`src/rtl/RS5_pkg.sv`:
```
// Shared RS5 definitions used by the plugin issue sequencer.
// Latency: n/a (types and constants only).
// Backpressure: n/a.
//
// Contents: sequencer state encoding and the data word returned on a plugin timeout.
package RS5_pkg;

   typedef enum logic [1:0] {
      IDLE  = 2'd0,
      START = 2'd1,
      WAIT  = 2'd2,
      RESP  = 2'd3
   } plg_seq_state_t;

   // Returned in wb_data when the selected plugin never signals done.
   localparam logic [31:0] PLG_TIMEOUT_DATA = 32'hFFFF_FFFF;

endpackage

```
`src/rtl/plugin_sequencer_result_mux.sv`:
```
// Selects the result word and done bit of one plugin from the packed plugin bank.
// Latency: combinational, zero cycles.
// Backpressure: none; pure select.
//
// Ports: sel (plugin index), plg_result (packed 32-bit results, plugin i at [32i+31:32i]),
//        plg_done (per-plugin done pulses) -> result / done of the selected plugin.
//        An out-of-range sel yields result=0 and done=0.
module plugin_result_mux
   import RS5_pkg::*;
#(
   parameter int NUM_PLUGINS = 4,
   parameter int SEL_W       = 2
) (
   input  logic [SEL_W-1:0]          sel,
   input  logic [NUM_PLUGINS*32-1:0] plg_result,
   input  logic [NUM_PLUGINS-1:0]    plg_done,
   output logic [31:0]               result,
   output logic                      done
);

   always_comb begin
      result = '0;
      done   = 1'b0;
      for (int i = 0; i < NUM_PLUGINS; i++) begin
         if (32'(sel) == i) begin
            result = plg_result[32*i +: 32];
            done   = plg_done[i];
         end
      end
   end

endmodule

```
`src/rtl/plugin_sequencer.sv`:
```
// Issues one custom-instruction request to a plugin and returns its result to writeback.
// Latency: >=3 cycles acceptance->wb_valid for a valid plugin, 1 cycle for an invalid select.
// Backpressure: req_ready only in IDLE; the response holds on wb_* until wb_ready.
//
// Ports: clk/reset (sync, active-high); req_* request from execute (valid/ready);
//        stall holds the pipeline while busy; plg_start/plg_operand_* drive the plugin bank;
//        plg_busy/plg_done/plg_result come back from it; wb_* is the writeback response.
module plugin_sequencer
   import RS5_pkg::*;
#(
   parameter int NUM_PLUGINS    = 4,
   parameter int TIMEOUT_CYCLES = 1024,
   parameter int SEL_W          = (NUM_PLUGINS > 1) ? $clog2(NUM_PLUGINS) : 1
) (
   input  logic                      clk,
   input  logic                      reset,
   input  logic                      req_valid,
   output logic                      req_ready,
   input  logic [SEL_W-1:0]          req_sel,
   input  logic [4:0]                req_rd,
   input  logic [31:0]               req_op_a,
   input  logic [31:0]               req_op_b,
   output logic                      stall,
   output logic [NUM_PLUGINS-1:0]    plg_start,
   output logic [31:0]               plg_operand_a,
   output logic [31:0]               plg_operand_b,
   input  logic [NUM_PLUGINS-1:0]    plg_busy,
   input  logic [NUM_PLUGINS-1:0]    plg_done,
   input  logic [NUM_PLUGINS*32-1:0] plg_result,
   output logic                      wb_valid,
   input  logic                      wb_ready,
   output logic [4:0]                wb_rd,
   output logic [31:0]               wb_data,
   output logic                      wb_error
);

   localparam int CNT_W = $clog2(TIMEOUT_CYCLES) + 1;

   plg_seq_state_t          state_q, state_d;
   logic [SEL_W-1:0]        sel_q, sel_d;
   logic [4:0]              rd_q, rd_d;
   logic [31:0]             op_a_q, op_a_d;
   logic [31:0]             op_b_q, op_b_d;
   logic [CNT_W-1:0]        cnt_q, cnt_d;
   logic [NUM_PLUGINS-1:0]  start_q, start_d;
   logic [31:0]             wb_data_q, wb_data_d;
   logic [4:0]              wb_rd_q, wb_rd_d;
   logic                    wb_error_q, wb_error_d;

   logic [31:0]             sel_result;
   logic                    sel_done;

   // Busy flags are for debug visibility only; nothing here depends on them.
   logic                    plg_busy_unused;
   assign plg_busy_unused = ^plg_busy;

   plugin_result_mux #(
      .NUM_PLUGINS (NUM_PLUGINS),
      .SEL_W       (SEL_W)
   ) u_result_mux (
      .sel        (sel_q),
      .plg_result (plg_result),
      .plg_done   (plg_done),
      .result     (sel_result),
      .done       (sel_done)
   );

   always_comb begin
      state_d    = state_q;
      sel_d      = sel_q;
      rd_d       = rd_q;
      op_a_d     = op_a_q;
      op_b_d     = op_b_q;
      cnt_d      = cnt_q;
      start_d    = '0;
      wb_data_d  = wb_data_q;
      wb_rd_d    = wb_rd_q;
      wb_error_d = wb_error_q;

      unique case (state_q)
         IDLE: begin
            if (req_valid) begin
               sel_d  = req_sel;
               rd_d   = req_rd;
               op_a_d = req_op_a;
               op_b_d = req_op_b;
               cnt_d  = '0;
               if (32'(req_sel) < NUM_PLUGINS) begin
                  state_d = START;
                  // Start is registered so the pulse lands exactly in the START cycle.
                  for (int i = 0; i < NUM_PLUGINS; i++) begin
                     start_d[i] = (32'(req_sel) == i);
                  end
               end else begin
                  state_d    = RESP;
                  wb_data_d  = '0;
                  wb_rd_d    = req_rd;
                  wb_error_d = 1'b1;
               end
            end
         end
         // A done seen while in START belongs to an older transaction and is ignored.
         START: state_d = WAIT;
         WAIT: begin
            cnt_d = cnt_q + CNT_W'(1);
            // Done takes priority over a timeout landing in the same cycle.
            if (sel_done) begin
               state_d    = RESP;
               wb_data_d  = sel_result;
               wb_rd_d    = rd_q;
               wb_error_d = 1'b0;
            end else if (cnt_q == CNT_W'(TIMEOUT_CYCLES - 1)) begin
               state_d    = RESP;
               wb_data_d  = PLG_TIMEOUT_DATA;
               wb_rd_d    = rd_q;
               wb_error_d = 1'b1;
            end
         end
         RESP: begin
            if (wb_ready) state_d = IDLE;
         end
         default: state_d = IDLE;
      endcase
   end

   always_ff @(posedge clk) begin
      if (reset) begin
         state_q    <= IDLE;
         sel_q      <= '0;
         rd_q       <= '0;
         op_a_q     <= '0;
         op_b_q     <= '0;
         cnt_q      <= '0;
         start_q    <= '0;
         wb_data_q  <= '0;
         wb_rd_q    <= '0;
         wb_error_q <= 1'b0;
      end else begin
         state_q    <= state_d;
         sel_q      <= sel_d;
         rd_q       <= rd_d;
         op_a_q     <= op_a_d;
         op_b_q     <= op_b_d;
         cnt_q      <= cnt_d;
         start_q    <= start_d;
         wb_data_q  <= wb_data_d;
         wb_rd_q    <= wb_rd_d;
         wb_error_q <= wb_error_d;
      end
   end

   assign req_ready     = (state_q == IDLE);
   assign stall         = (state_q != IDLE);
   assign wb_valid      = (state_q == RESP);
   assign plg_start     = start_q;
   assign plg_operand_a = op_a_q;
   assign plg_operand_b = op_b_q;
   assign wb_data       = wb_data_q;
   assign wb_rd         = wb_rd_q;
   assign wb_error      = wb_error_q;

endmodule

```
`config.mk`:
```
export PLATFORM = sky130hd
export DESIGN_NAME = plugin_sequencer
export DESIGN_NICKNAME = d
export VERILOG_FILES = /design/src/rtl/RS5_pkg.sv /design/src/rtl/plugin_sequencer_result_mux.sv /design/src/rtl/plugin_sequencer.sv
export SDC_FILE = /design/constraint.sdc
export NUM_CORES = 1
export LEC_CHECK = 0
export CORE_MARGIN = 4
export CORE_UTILIZATION = 39
export CTS_BUF_LIST = sky130_fd_sc_hd__clkbuf_16
export DETAILED_ROUTE_END_ITERATION = 6
export HOLD_SLACK_MARGIN = 0.03
export PLACE_DENSITY = 0.82
export SYNTH_ARGS = -nofsm -noshare
export SYNTH_HDL_FRONTEND = slang
export SYNTH_HIERARCHICAL = 1
export SYNTH_SLANG_ARGS = --single-unit
```
`constraint.sdc`:
```
create_clock -name clk -period 2.8 [get_ports clk]
set_clock_uncertainty 0.2 [all_clocks]
set_input_delay 0.56 -clock clk [delete_from_list [all_inputs] [get_ports clk]]
set_output_delay 0.56 -clock clk [all_outputs]
set_load 0.1 [all_outputs]
```
==> flow_summary.ini <==
[clocking]
cts_resized = 0
clk_pin_slew_worst_paths_ns = 0.06
clock_sinks = 126
numCtsBuffers = 17
clock_path_buffers = 2
clock_latency_ns = 0.41
htreeDepth = 4
root_buffer = clkbuf_16
post-cts-setup-buffer-count = 0
cts_hold_buf = 0
cts_tree = built

[setup_path]
start_kind = flip-flop
crit_path_start = state_q[0]$_SDFFE_PP0P_
endpoint = req_ready
worstSetupPathType = reg2out
worst_r2r_endpoint = wb_data[13]$_SDFFE_PP0P_
cp.arrival_ns = 1.56
reg2regPathDepth = 7
r2r_start = state_q[0]$_SDFFE_PP0P_
crit_path_end_kind = primary output
worstPathMaxFanout = 8
regToRegSetupSlack_ns = 0.57
cp_data_required_time_ns = 2.04

[final_layout]
final_cell_area_um2 = 9180
final_cell_mix = 205 x clkdlybuf4s50_1, 147 x nand2_1, 125 x dfxtp_1
final_common_cell = clkdlybuf4s50_1
nFillCells = 1155
drive_gt1_frac = 0.272
antenna_cells = 0
area_growth_pct = 62.7
finalNetCount = 1120

[floorplan]
chipWidth_um = 128
die_area_um2 = 16500
initial_core_util = 0.402
die_h_um = 128
num_rows = 43
core_um2 = 14000
ios = 320

[yosys]
synth-seq-cells = 126
synth_top_area_cell = dfxtp_1
synth_compound_area_frac = 0.0851
synth_area_um2 = 5640
synth.top_cell.area_share = 0.447
yosys.area_share.simple = 0.261
synth_xor_area_frac = 0.0109
muxShareOfSynthArea = 0.137
synth.avg_cell_area_um2 = 9.36
synth_top_family_by_area = simple AND/OR/NAND/NOR gates
synthCells = 603
synth-edff-count = 0
synthTopCellsByArea = dfxtp_1 45%, mux4_2 12%, nand2_1 9.8%
synthFlopType = dfxtp_1
async_reset_ff_frac = 0
synthAdderAreaFrac = 0.00887
yosysUniqueCellTypes = 39
syn_nets = 818
yosysSeqAreaShare = 0.447
yosys_warnings = 6

[timing]
worst_pin_slew_ns = 0.604
min_period_ns = 2.32
slew_headroom = 0.597
final_hold_viol_count = 0
period_share = 0.828
max_freq_ghz = 0.431
fin_setup_tns_ns = 0
slew_violations = 0
rsz0062_at_grt = no
setup_violations = 0
worst_slack_ns = 0.481

[grt]
antenna_found_initial = 0
grt.total_usage = 0.214
grt_pass1_vias = 5373
grt_pass1_wl_um = 27500
grt_max_degree = 55
grt_overflow_total = 0

[power]
p_leak_uw = 0.00356
ir_worst_vdd_v = 0.000696
power_density_nw_per_um2 = 868

[placed_design]
dp_slack_ns = 0.0738
placed_area_um2 = 8650
place_congestion = 0.820
port_buffers = 315
hpwl_um = 14000

[run]
drv_cap = 0

[hold_path]
min_path_type = reg2reg
holdPathStages = 2

[status]
status = complete, no violations

[drt]
num_vias = 5409
drc_errors = 0
dr.pass1.iters = 4
via_per_inst = 4.93
detail-route-antenna-nets = 0
drt_iter0_drc = 209
post_drt_wl_per_cell_um = 16.7
route.final.wire_length_um = 18300
## state kept, by name, summed over array words and instances, names as in the netlist
name,flops
wb_error,1
sel_q,2
plg_start,4
rd_q,5
wb_rd,5
plg_operand_b,32
state_q,2
wb_data,32
cnt_q,11
plg_operand_a,32
## worst min-delay path by stage
stage / start / to / slack (ns)
floorplan: sel_q[1]$_SDFFE_PP0P_ / sel_q[1]$_SDFFE_PP0P_ / 0.24
global placement: plg_operand_b[10]$_SDFFE_PP0P_ / plg_operand_b[10]$_SDFFE_PP0P_ / 0.24
detailed placement: plg_operand_a[21]$_SDFFE_PP0P_ / plg_operand_a[21]$_SDFFE_PP0P_ / 0.25
CTS: plg_operand_a[21]$_SDFFE_PP0P_ / plg_operand_a[21]$_SDFFE_PP0P_ / 0.25
global route: plg_operand_a[31]$_SDFFE_PP0P_ / plg_operand_a[31]$_SDFFE_PP0P_ / 0.27
finish: plg_operand_a[20]$_SDFFE_PP0P_ / plg_operand_a[20]$_SDFFE_PP0P_ / 0.25
## metrics by stage
stage | instances | util | hold slack [ns] | power (µW)
after floorplan | 603 | - | 0.235 | 5070
final | 1097 | 0.654 | 0.252 | 7960
after CTS | 1097 | 0.654 | 0.255 | 8040
after global placement | 1066 | 0.616 | 0.242 | 6000
after detailed placement | 1066 | 0.616 | 0.247 | 6040
after global routing | 1097 | 0.654 | 0.273 | 8310
## where the power goes
group	internal (µW)	total, µW	switching, µW
clock	1190	1970	781
combinational	1060	3780	2720
sequential	2060	2210	148
total	4320	7960	3650
## synth_stat cells, drive strengths merged, types with 2 or more instances
library cell and count:
o21ai 7, a21oi 74, xnor2 7, ha 4
nand3 3, nor4b 3, mux2i 2, nand3b 6
nor3 35, buf 14, dfxtp 126, nor2 74
inv 4, nand2 148, clkbuf 33, and2 2
mux4 33, or3 2, nand2b 11, nor4 4
## cells by family after synthesis
logic type | Yosys count
multiplexers | 35
XOR/XNOR | 7
AO/OA/AOI/OAI | 88
buffers and inverters | 51
adder cells (fa/ha/maj) | 4
flip-flops | 126
AND/OR/NAND/NOR | 292
## layer usage
metal	vias to the layer above	routed length, µm	track usage	share of wire
met5	-	0	0	0
met4	0	347	0.0737	0.019
met3	31	1840	0.0933	0.10
met2	215	9180	0.380	0.50
met1	2514	6910	0.224	0.38
li1	2649	-	-	-
## final cells by class
cell class              instances  area, µm²  share of cell area
inverters                       4       15.0             0.00164
clock inverters                14        105              0.0115
repair buffers                330       3040               0.331
well taps                     180        225              0.0245
clock buffers                  17        425              0.0463
flip-flops and latches        126       2520               0.275
multi-input cells             426       2840               0.310
## worst max-delay path, cell delays in order (launching register included)
cell and delay (ns):
dfxtp_1 0.31, inv_1 0.11, ha_1 0.36, buf_4 0.36
(Power assumes the default switching activity.)
